--- config.mk ---
export PLATFORM = sky130hd
export DESIGN_NAME = prog_loader_flat
export DESIGN_NICKNAME = d
export VERILOG_FILES = /design/src/rtl/prog_loader_if.sv /design/src/rtl/prog_loader.sv /design/src/flat_wrapper.sv
export SDC_FILE = /design/constraint.sdc
export NUM_CORES = 1
export LEC_CHECK = 0
export CORE_MARGIN = 1
export CORE_UTILIZATION = 40
export CTS_BUF_LIST = sky130_fd_sc_hd__clkbuf_4 sky130_fd_sc_hd__clkbuf_8
export DETAILED_ROUTE_END_ITERATION = 8
export GPL_TIMING_DRIVEN = 0
export PLACE_DENSITY = 0.61
export SETUP_SLACK_MARGIN = 0.4
export SLEW_MARGIN = 40
export SYNTH_ARGS = -nofsm -noshare
export SYNTH_HDL_FRONTEND = slang
export SYNTH_SLANG_ARGS = --single-unit
export TNS_END_PERCENT = 1
--- constraint.sdc ---
create_clock -name clk -period 3.1 [get_ports clk]
set_input_delay 0.31 -clock clk [delete_from_list [all_inputs] [get_ports clk]]
set_output_delay 0.31 -clock clk [all_outputs]
set_load 0.05 [all_outputs]
--- src/rtl/prog_loader_if.sv ---
// rtl/prog_loader_if.sv - byte-stream and instruction-memory write bundle for prog_loader
//
// Purpose: groups the loader's byte-stream handshake and its instruction-memory
// write port into one interface.
// Signals:
//   rx_valid   source has a byte
//   rx_data    byte value
//   rx_ready   loader accepts a byte this cycle
//   imem_we    instruction-memory write strobe, one cycle per word
//   imem_addr  word address of the write
//   imem_wdata instruction word
// Modports:
//   master  byte source / memory side (drives rx_valid, rx_data)
//   slave   the loader (drives rx_ready and the write port)
interface prog_loader_if #(
  parameter int ADDR_W = 8
) ();
  logic              rx_valid;
  logic [7:0]        rx_data;
  logic              rx_ready;
  logic              imem_we;
  logic [ADDR_W-1:0] imem_addr;
  logic [31:0]       imem_wdata;

  modport master (
    output rx_valid, rx_data,
    input  rx_ready, imem_we, imem_addr, imem_wdata
  );

  modport slave (
    input  rx_valid, rx_data,
    output rx_ready, imem_we, imem_addr, imem_wdata
  );
endinterface

--- src/rtl/prog_loader.sv ---
// rtl/prog_loader.sv - boot-time program loader packing a byte stream into instruction memory
//
// Purpose: receives COUNT_LO, COUNT_HI, COUNT*4 little-endian data bytes and a
// XOR checksum byte, writes each assembled 32-bit word to instruction memory,
// and holds the core in reset until the whole image is written and verified.
// Ports:
//   clk        clock
//   srst       synchronous active-high reset
//   bus        prog_loader_if.slave (rx_valid/rx_data/rx_ready, imem_we/imem_addr/imem_wdata)
//   core_srst  reset to the core; high unless the image loaded and verified
//   load_done  image loaded and verified (sticky until srst)
//   load_err   header or checksum error (sticky until srst)
module prog_loader #(
  parameter int ADDR_W    = 8,
  parameter int MAX_WORDS = 256
) (
  input  logic          clk,
  input  logic          srst,
  prog_loader_if.slave  bus,
  output logic          core_srst,
  output logic          load_done,
  output logic          load_err
);

  typedef enum logic [2:0] {
    HDR_LO = 3'd0,
    HDR_HI = 3'd1,
    DATA   = 3'd2,
    CSUM   = 3'd3,
    DONE   = 3'd4,
    ERROR  = 3'd5
  } state_t;

  state_t            state_q, state_d;
  logic [7:0]        cnt_lo_q, cnt_lo_d;
  logic [ADDR_W:0]   last_idx_q, last_idx_d;
  logic [ADDR_W:0]   word_idx_q, word_idx_d;
  logic [1:0]        byte_cnt_q, byte_cnt_d;
  logic [23:0]       word_q, word_d;
  logic [7:0]        xor_q, xor_d;
  logic              imem_we_q, imem_we_d;
  logic [ADDR_W-1:0] imem_addr_q, imem_addr_d;
  logic [31:0]       imem_wdata_q, imem_wdata_d;

  logic        rx_ready;
  logic        accept;
  logic [15:0] count16;

  // Ready is a pure decode of the registered state so the source never sees
  // a combinational path back from rx_valid.
  assign rx_ready = (state_q == HDR_LO) || (state_q == HDR_HI) ||
                    (state_q == DATA)   || (state_q == CSUM);
  assign accept   = bus.rx_valid && rx_ready;
  assign count16  = {bus.rx_data, cnt_lo_q};

  always_comb begin
    state_d      = state_q;
    cnt_lo_d     = cnt_lo_q;
    last_idx_d   = last_idx_q;
    word_idx_d   = word_idx_q;
    byte_cnt_d   = byte_cnt_q;
    word_d       = word_q;
    xor_d        = xor_q;
    imem_we_d    = 1'b0;
    imem_addr_d  = imem_addr_q;
    imem_wdata_d = imem_wdata_q;

    if (accept) begin
      case (state_q)
        HDR_LO: begin
          cnt_lo_d = bus.rx_data;
          xor_d    = xor_q ^ bus.rx_data;
          state_d  = HDR_HI;
        end
        HDR_HI: begin
          xor_d = xor_q ^ bus.rx_data;
          if ((count16 == 16'd0) || ({1'b0, count16} > 17'(MAX_WORDS))) begin
            state_d = ERROR;
          end else begin
            // Store count-1 so the last-word test is a plain equality on word_idx.
            last_idx_d = count16[ADDR_W:0] - {{ADDR_W{1'b0}}, 1'b1};
            state_d    = DATA;
          end
        end
        DATA: begin
          xor_d      = xor_q ^ bus.rx_data;
          byte_cnt_d = byte_cnt_q + 2'd1;
          case (byte_cnt_q)
            2'd0: word_d[7:0]   = bus.rx_data;
            2'd1: word_d[15:8]  = bus.rx_data;
            2'd2: word_d[23:16] = bus.rx_data;
            default: begin
              // The 4th byte goes straight into the write data, not word_q.
              imem_we_d    = 1'b1;
              imem_wdata_d = {bus.rx_data, word_q};
              imem_addr_d  = word_idx_q[ADDR_W-1:0];
              word_idx_d   = word_idx_q + {{ADDR_W{1'b0}}, 1'b1};
              if (word_idx_q == last_idx_q) begin
                state_d = CSUM;
              end
            end
          endcase
        end
        CSUM: begin
          state_d = (bus.rx_data == xor_q) ? DONE : ERROR;
        end
        default: ;
      endcase
    end
  end

  always_ff @(posedge clk) begin
    if (srst) begin
      state_q      <= HDR_LO;
      cnt_lo_q     <= '0;
      last_idx_q   <= '0;
      word_idx_q   <= '0;
      byte_cnt_q   <= '0;
      word_q       <= '0;
      xor_q        <= '0;
      imem_we_q    <= 1'b0;
      imem_addr_q  <= '0;
      imem_wdata_q <= '0;
    end else begin
      state_q      <= state_d;
      cnt_lo_q     <= cnt_lo_d;
      last_idx_q   <= last_idx_d;
      word_idx_q   <= word_idx_d;
      byte_cnt_q   <= byte_cnt_d;
      word_q       <= word_d;
      xor_q        <= xor_d;
      imem_we_q    <= imem_we_d;
      imem_addr_q  <= imem_addr_d;
      imem_wdata_q <= imem_wdata_d;
    end
  end

  assign bus.rx_ready   = rx_ready;
  assign bus.imem_we    = imem_we_q;
  assign bus.imem_addr  = imem_addr_q;
  assign bus.imem_wdata = imem_wdata_q;

  assign load_done = (state_q == DONE);
  assign load_err  = (state_q == ERROR);
  assign core_srst = (state_q != DONE);

endmodule

--- src/flat_wrapper.sv ---
// flat-port wrapper written by rule: the top's interface ports become plain ports
module prog_loader_flat 
#(
  parameter int ADDR_W    = 8,
  parameter int MAX_WORDS = 256
)
  (clk, srst, core_srst, load_done, load_err, bus_rx_valid, bus_rx_data, bus_rx_ready, bus_imem_we, bus_imem_addr, bus_imem_wdata);
  prog_loader_if #(.ADDR_W(ADDR_W)) bus_i ();
  input  logic clk;
  input  logic srst;
  output logic core_srst;
  output logic load_done;
  output logic load_err;
  input wire logic [$bits(bus_i.rx_valid)-1:0] bus_rx_valid;
  input wire logic [$bits(bus_i.rx_data)-1:0] bus_rx_data;
  output wire logic [$bits(bus_i.rx_ready)-1:0] bus_rx_ready;
  output wire logic [$bits(bus_i.imem_we)-1:0] bus_imem_we;
  output wire logic [$bits(bus_i.imem_addr)-1:0] bus_imem_addr;
  output wire logic [$bits(bus_i.imem_wdata)-1:0] bus_imem_wdata;
  assign bus_i.rx_valid = bus_rx_valid;
  assign bus_i.rx_data = bus_rx_data;
  assign bus_rx_ready = bus_i.rx_ready;
  assign bus_imem_we = bus_i.imem_we;
  assign bus_imem_addr = bus_i.imem_addr;
  assign bus_imem_wdata = bus_i.imem_wdata;
  prog_loader #(.ADDR_W(ADDR_W), .MAX_WORDS(MAX_WORDS)) u_core (.clk(clk), .srst(srst), .bus(bus_i), .core_srst(core_srst), .load_done(load_done), .load_err(load_err));
endmodule
==> flow_summary.yaml, run 1 <==
clock_network:
  cts.path.max_buffers: 2
  cts_root_buf: "clkbuf_8"
  cts_resized: 0
  cts.clk_slew.worst_paths_ns: 0.10
  tritoncts: "done"
  cts_hold_buffers: 0
  cts.sinks: 104
  cts_setup_buffers: 0
  htree_levels: 3
  worstSkewPairLatency_ns: 0.38
  cts-buffers-inserted: 9
power_and_ir_drop:
  internal_power_mw: 1.80
  ir_drop_mv: 0.292
  powerDensity_nw_per_um2: 477
  power_frac_seq_pct: 56.3
  clkPwrFrac_pct: 36.5
  sw_frac_of_total_pct: 25.9
  p_leak_nw: 1.74
  power_frac_comb_pct: 7.2
  p_switching_mw: 0.632
  power_mw: 2.44
detailed_routing:
  drt-initial-drc-count: 191
  drt-total-wl_mm: 10.5
  drcViolationCount: 0
  vias: 3634
  ant_nets: 0
  viasPerCell: 5.04
  dr.pass1.iters: 6
  wire_per_inst_um: 14.5
sta:
  max_freq_ghz: 0.416
  tightest_slew_ns: 0.662
  period_needed_ns: 2.40
  finalMaxSlewViolations: 0
  fin_crit_sh_pct: 77.5
  timing.slew.headroom_pct: 55.9
  hold_viol: 0
  rsz0062_at_grt: "no"
  clock_skew_ns: 0.0180
  setup-violations-final: 0
  tns_ns: 0
  whs_ns: 0.297
critical_path:
  ff2ff_path_depth: 7
  crit_arrival_ns: 2.09
  critPathCaptureType: "output port"
  r2r_end: "u_core.state_q[0]"
  regToRegSetupSlack_ns: 0.98
  crit_fanout: 5
  crit_type: "reg2out"
  cp-start-kind: "flip-flop"
  r2r_start: "u_core.byte_cnt_q[1]"
  required_ns: 2.79
flow_run:
  maxCapViolCount: 0
cells_and_area:
  seqCellArea_um2: 2080
  syn2layout_area_growth_pct: 19.8
  nFillCells: 1033
  drive_gt1_share_pct: 5.47
  diodes: 0
  final_common_cell: "nand2_1"
  multiInputGateArea_um2: 1960
  final_nets: 598
  mostFrequentLayoutCells: "139 x nand2_1, 104 x dfxtp_1, 78 x a21oi_1"
synth:
  ys_ff_latch: 104
  ys_types: 38
  synthCells: 523
  synthTopCellsByArea: "dfxtp_1 49%, nand2_1 12%, a21oi_1 9.2%"
  synth.largest_area_cell: "dfxtp_1"
  synth_top_area_share_pct: 48.8
  syn-cell-area_um2: 4260
  ys_seq_area_share_pct: 48.8
  syn-num-nets: 541
  syn_area_per_cell_um2: 8.15
  yosys_warnings: 0
die:
  core.rowCount: 37
  initial_utilization_pct: 41.3
  die_area_um2: 11100
  fp.dieH_um: 105
  boundaryPins: 56
  core_area_um2: 10300
  dieWidth_um: 105
grt:
  grt_antenna_before_repair: 0
  track_usage_pct: 19.8
  grt_max_degree: 20
  grt_pass1_wl_mm: 17.1
  grt_pass1_vias: 3474
  overflow: 0
placed_design:
  place_hpwl_mm: 7.45
  io_buffers: 46
  place_congestion: 0.801
worst_hold_path:
  hold_path_depth: 3
  worstHoldStart: "bus_rx_data[2]"
  hold_end: "u_core.bus.imem_wdata[26]"
  hold_class: "in2reg"
status:
  status: "finished, final reports clean"
power groups by stage:
stage | combinational [mW] | sequential, mW | clock (mW)
floorplan | 0.128 | 1.40 | 0
detailed placement | 0.174 | 1.40 | 0
CTS | 0.175 | 1.37 | 0.911
global placement | 0.170 | 1.40 | 0
global route | 0.194 | 1.38 | 0.967
finish | 0.175 | 1.37 | 0.889
how the worst max path moves through the flow:
| stage | start | endpoint | cells past startpoint |
|---|---|---|---|
| floorplan | u_core.state_q[2] | load_err | 2 |
| global placement | bus_rx_valid | u_core.state_q[0] | 7 |
| detailed placement | bus_rx_valid | u_core.bus.imem_wdata[16] | 7 |
| CTS | u_core.state_q[2] | load_done | 4 |
| global route | u_core.state_q[2] | load_done | 4 |
| finish | u_core.state_q[2] | load_done | 4 |
critical path: stages (launching register included):
cell	delay (ns)
dfxtp_1	0.37
inv_1	0.11
or3_1	0.38
inv_1	0.07
clkdlybuf4s50_1	0.79
synthesized netlist by cell type (all sizes together):
cell type,count
a211oi,7
a21oi,78
a31oi,3
a41oi,1
and2,1
and2b,1
and3,2
and4,1
buf,9
clkbuf,32
dfxtp,104
ha,7
inv,6
mux2i,3
nand2,139
nand3,28
nand3b,1
nand4,5
nor2,34
nor3,4
nor3b,1
nor4,4
o211a,1
o21ai,3
o31ai,1
or2,1
or2b,1
or3,4
or4,3
xnor2,16
xor2,22
cell type report:
class                   instances  area share (%)
plain buffers                  41            3.89
clock buffers                   9            2.42
clock inverters                 7            1.69
inverters                       6           0.441
multi-input cells             372            38.5
flip-flops and latches        104            40.8
well taps                     136            3.33
repair buffers                 46            9.01
per-layer routing:
layer / GRT usage (%) / vias to the layer above / part of all wire (%)
met3: 3.53 / 14 / 3.0
met1: 25.5 / 1723 / 46
met4: 5.63 / 0 / 1.6
met5: 0 / - / 0
li1: - / 1835 / -
met2: 33.8 / 62 / 49
metrics by stage:
stage | utilization, % | cells | area [um^2] | setup WS, ns
floorplan | - | 523 | 4260 | 0.994
detailed placement | 47.4 | 705 | 4890 | 0.567
global placement | 47.4 | 705 | 4890 | 0.596
global route | 49.5 | 721 | 5110 | 0.629
CTS | 49.4 | 721 | 5100 | 0.687
finish | 49.5 | 721 | 5110 | 0.699
state kept, by name, summed over array words and instances, names as in the netlist:
register	count
u_core.bus.imem_we	1
u_core.bus.imem_addr	8
u_core.cnt_lo_q	8
u_core.word_idx_q	9
u_core.state_q	3
u_core.word_q	24
u_core.byte_cnt_q	2
u_core.last_idx_q	9
u_core.bus.imem_wdata	32
u_core.xor_q	8
logic make-up after synthesis:
| group | after synthesis | share of synthesized area (%) |
|---|---|---|
| and+or+nand+nor | 230 | 23.4 |
| muxes | 3 | 0.704 |
| DFF | 104 | 48.8 |
| AOI/OAI and AO/OA | 94 | 12.0 |
| adders and majority gates | 7 | 2.05 |
| buffers and inverters | 47 | 5.20 |
| xor gates and xnor gates | 38 | 7.81 |
Note: power is estimated with default switching activity, not from simulation.
==> run 2, diff against run 1 <==
clock period = 2.3 ns   (was 3.1 ns; I/O delays follow)
==> flow_summary.yaml, run 2 (synthesis gave the netlist of run 1 again) <==
power_and_ir_drop:
  ir_drop_mv: 0.301
  p_leak_nw: 1.76
  powerDensity_nw_per_um2: 633
  power_mw: 3.26
critical_path:
  crit_arrival_ns: 2.28
  crit_fanout: 7
  critPathCaptureType: "flip-flop"
  regToRegSetupSlack_ns: 0.28
  cp-start-kind: "input port"
  required_ns: 2.54
  crit_type: "in2reg"
detailed_routing:
  viasPerCell: 4.98
  dr.pass1.iters: 4
  drt-initial-drc-count: 177
  drcViolationCount: 0
  ant_nets: 0
  drt-total-wl_mm: 10.4
  vias: 3594
  wire_per_inst_um: 14.5
cells_and_area:
  final_common_cell: "nand2_1"
  final_nets: 599
  mostFrequentLayoutCells: "139 x nand2_1, 102 x dfxtp_1, 78 x a21oi_1"
  layout.cells.non_filler: 722
  seqCellArea_um2: 2080
  multiInputGateArea_um2: 2000
  largest_register_ffs: 32
  diodes: 0
  syn2layout_area_growth_pct: 20.6
  drive_gt1_share_pct: 7.17
  nFillCells: 1050
die:
  dieWidth_um: 105
  fp.dieH_um: 105
  core_area_um2: 10300
  die_area_um2: 11100
  core.rowCount: 37
  boundaryPins: 56
  initial_utilization_pct: 41.3
clock_network:
  cts.clk_slew.worst_paths_ns: 0.09
  tritoncts: "done"
  worstSkewPairLatency_ns: 0.36
  cts_hold_buffers: 0
  cts.path.max_buffers: 2
  htree_levels: 3
  cts_root_buf: "clkbuf_8"
  cts.sinks: 104
  cts-buffers-inserted: 9
sta:
  tns_ns: 0
  fin_crit_sh_pct: 89.0
  max_freq_ghz: 0.488
  clock_skew_ns: 0.0107
  period_needed_ns: 2.05
  setup-violations-final: 0
  tightest_slew_ns: 0.665
  whs_ns: 0.226
  hold_viol: 0
  rsz0062_at_grt: "yes"
  finalMaxSlewViolations: 0
  timing.final.ws_setup_ns: 0.252
  timing.slew.headroom_pct: 55.7
placed_design:
  io_buffers: 46
  placed_cells: 705
  place_hpwl_mm: 7.35
  place_congestion: 0.801
  place_ws_ns: -0.145
grt:
  grt_pass1_wl_mm: 16.8
  overflow: 0
  grt_pass1_vias: 3400
  track_usage_pct: 19.4
  grt_max_degree: 18
  grt_antenna_before_repair: 0
status:
  status: "finished, final reports clean"
flow_run:
  maxCapViolCount: 0
worst_hold_path:
  hold_class: "in2reg"
## run 2: cell count changes in the layout (fill, tap and decap cells not counted), moves of 2 or more
cell	before	now
clkbuf_4	0	2
dfxtp_2	0	2
clkdlybuf4s50_1	46	43
inv_6	4	0
clkbuf_1	32	29
clkinv_4	0	2
dfxtp_1	104	102
nor4_4	0	2
clkbuf_2	0	4
dlygate4sd2_1	0	2
## run 2: area by class of cell
class / count / share of cell area [%]
plain buffers: 41 / 3.94
inverters: 6 / 0.438
multi-input cells: 372 / 38.8
flip-flops and latches: 104 / 40.5
clock buffers: 11 / 2.70
well taps: 136 / 3.31
repair buffers: 47 / 8.96
clock inverters: 5 / 1.29
## run 2: where the power goes
part           switching, mW  internal, mW  leakage (nW)
Sequential            0.0270          1.82         0.841
Clock                  0.630         0.540         0.102
Combinational          0.154        0.0817         0.814
Total                  0.811          2.45          1.76
## run 2: what timing repair did
action                                  4_1_cts  5_1_grt
endpoints found under the hold margin         0        0
buffers inserted                              0        1
endpoints found under the setup margin       56       67
gates resized for setup                       3       14
gates cloned                                  0        0
## run 2: worst max-delay path, cell delays in order
cell and delay [ns]:
clkdlybuf4s50_1 0.63, nand3b_1 0.20, or4_1 0.62, nor4_4 0.30, a31oi_1 0.09, mux2i_1 0.16, nor2_1 0.05
## run 2: through the flow
stage / utilization, % / instance area (um^2)
after global routing: 49.8 / 5140
after CTS: 49.4 / 5100
after floorplan: - / 4270
after global placement: 47.4 / 4900
after detailed placement: 47.4 / 4900
final: 49.8 / 5140
## run 2: per-layer routing
layer	track usage [%]	part of all wire (%)	vias up
li1	-	-	1832
met1	24.7	46	1687
met2	32.9	49	73
met3	3.96	4.9	2
met4	5.63	0.56	0
met5	0	0	-
## run 2: final timing paths
kind | start | depth (start not counted) | endpoint
max | bus_rx_valid | 7 | u_core.state_q[0]
min | bus_rx_data[1] | 3 | u_core.bus.imem_wdata[25]
max reg2reg | u_core.byte_cnt_q[0] | 7 | u_core.state_q[0]
min reg2reg | u_core.word_q[1] | 2 | u_core.bus.imem_wdata[1]
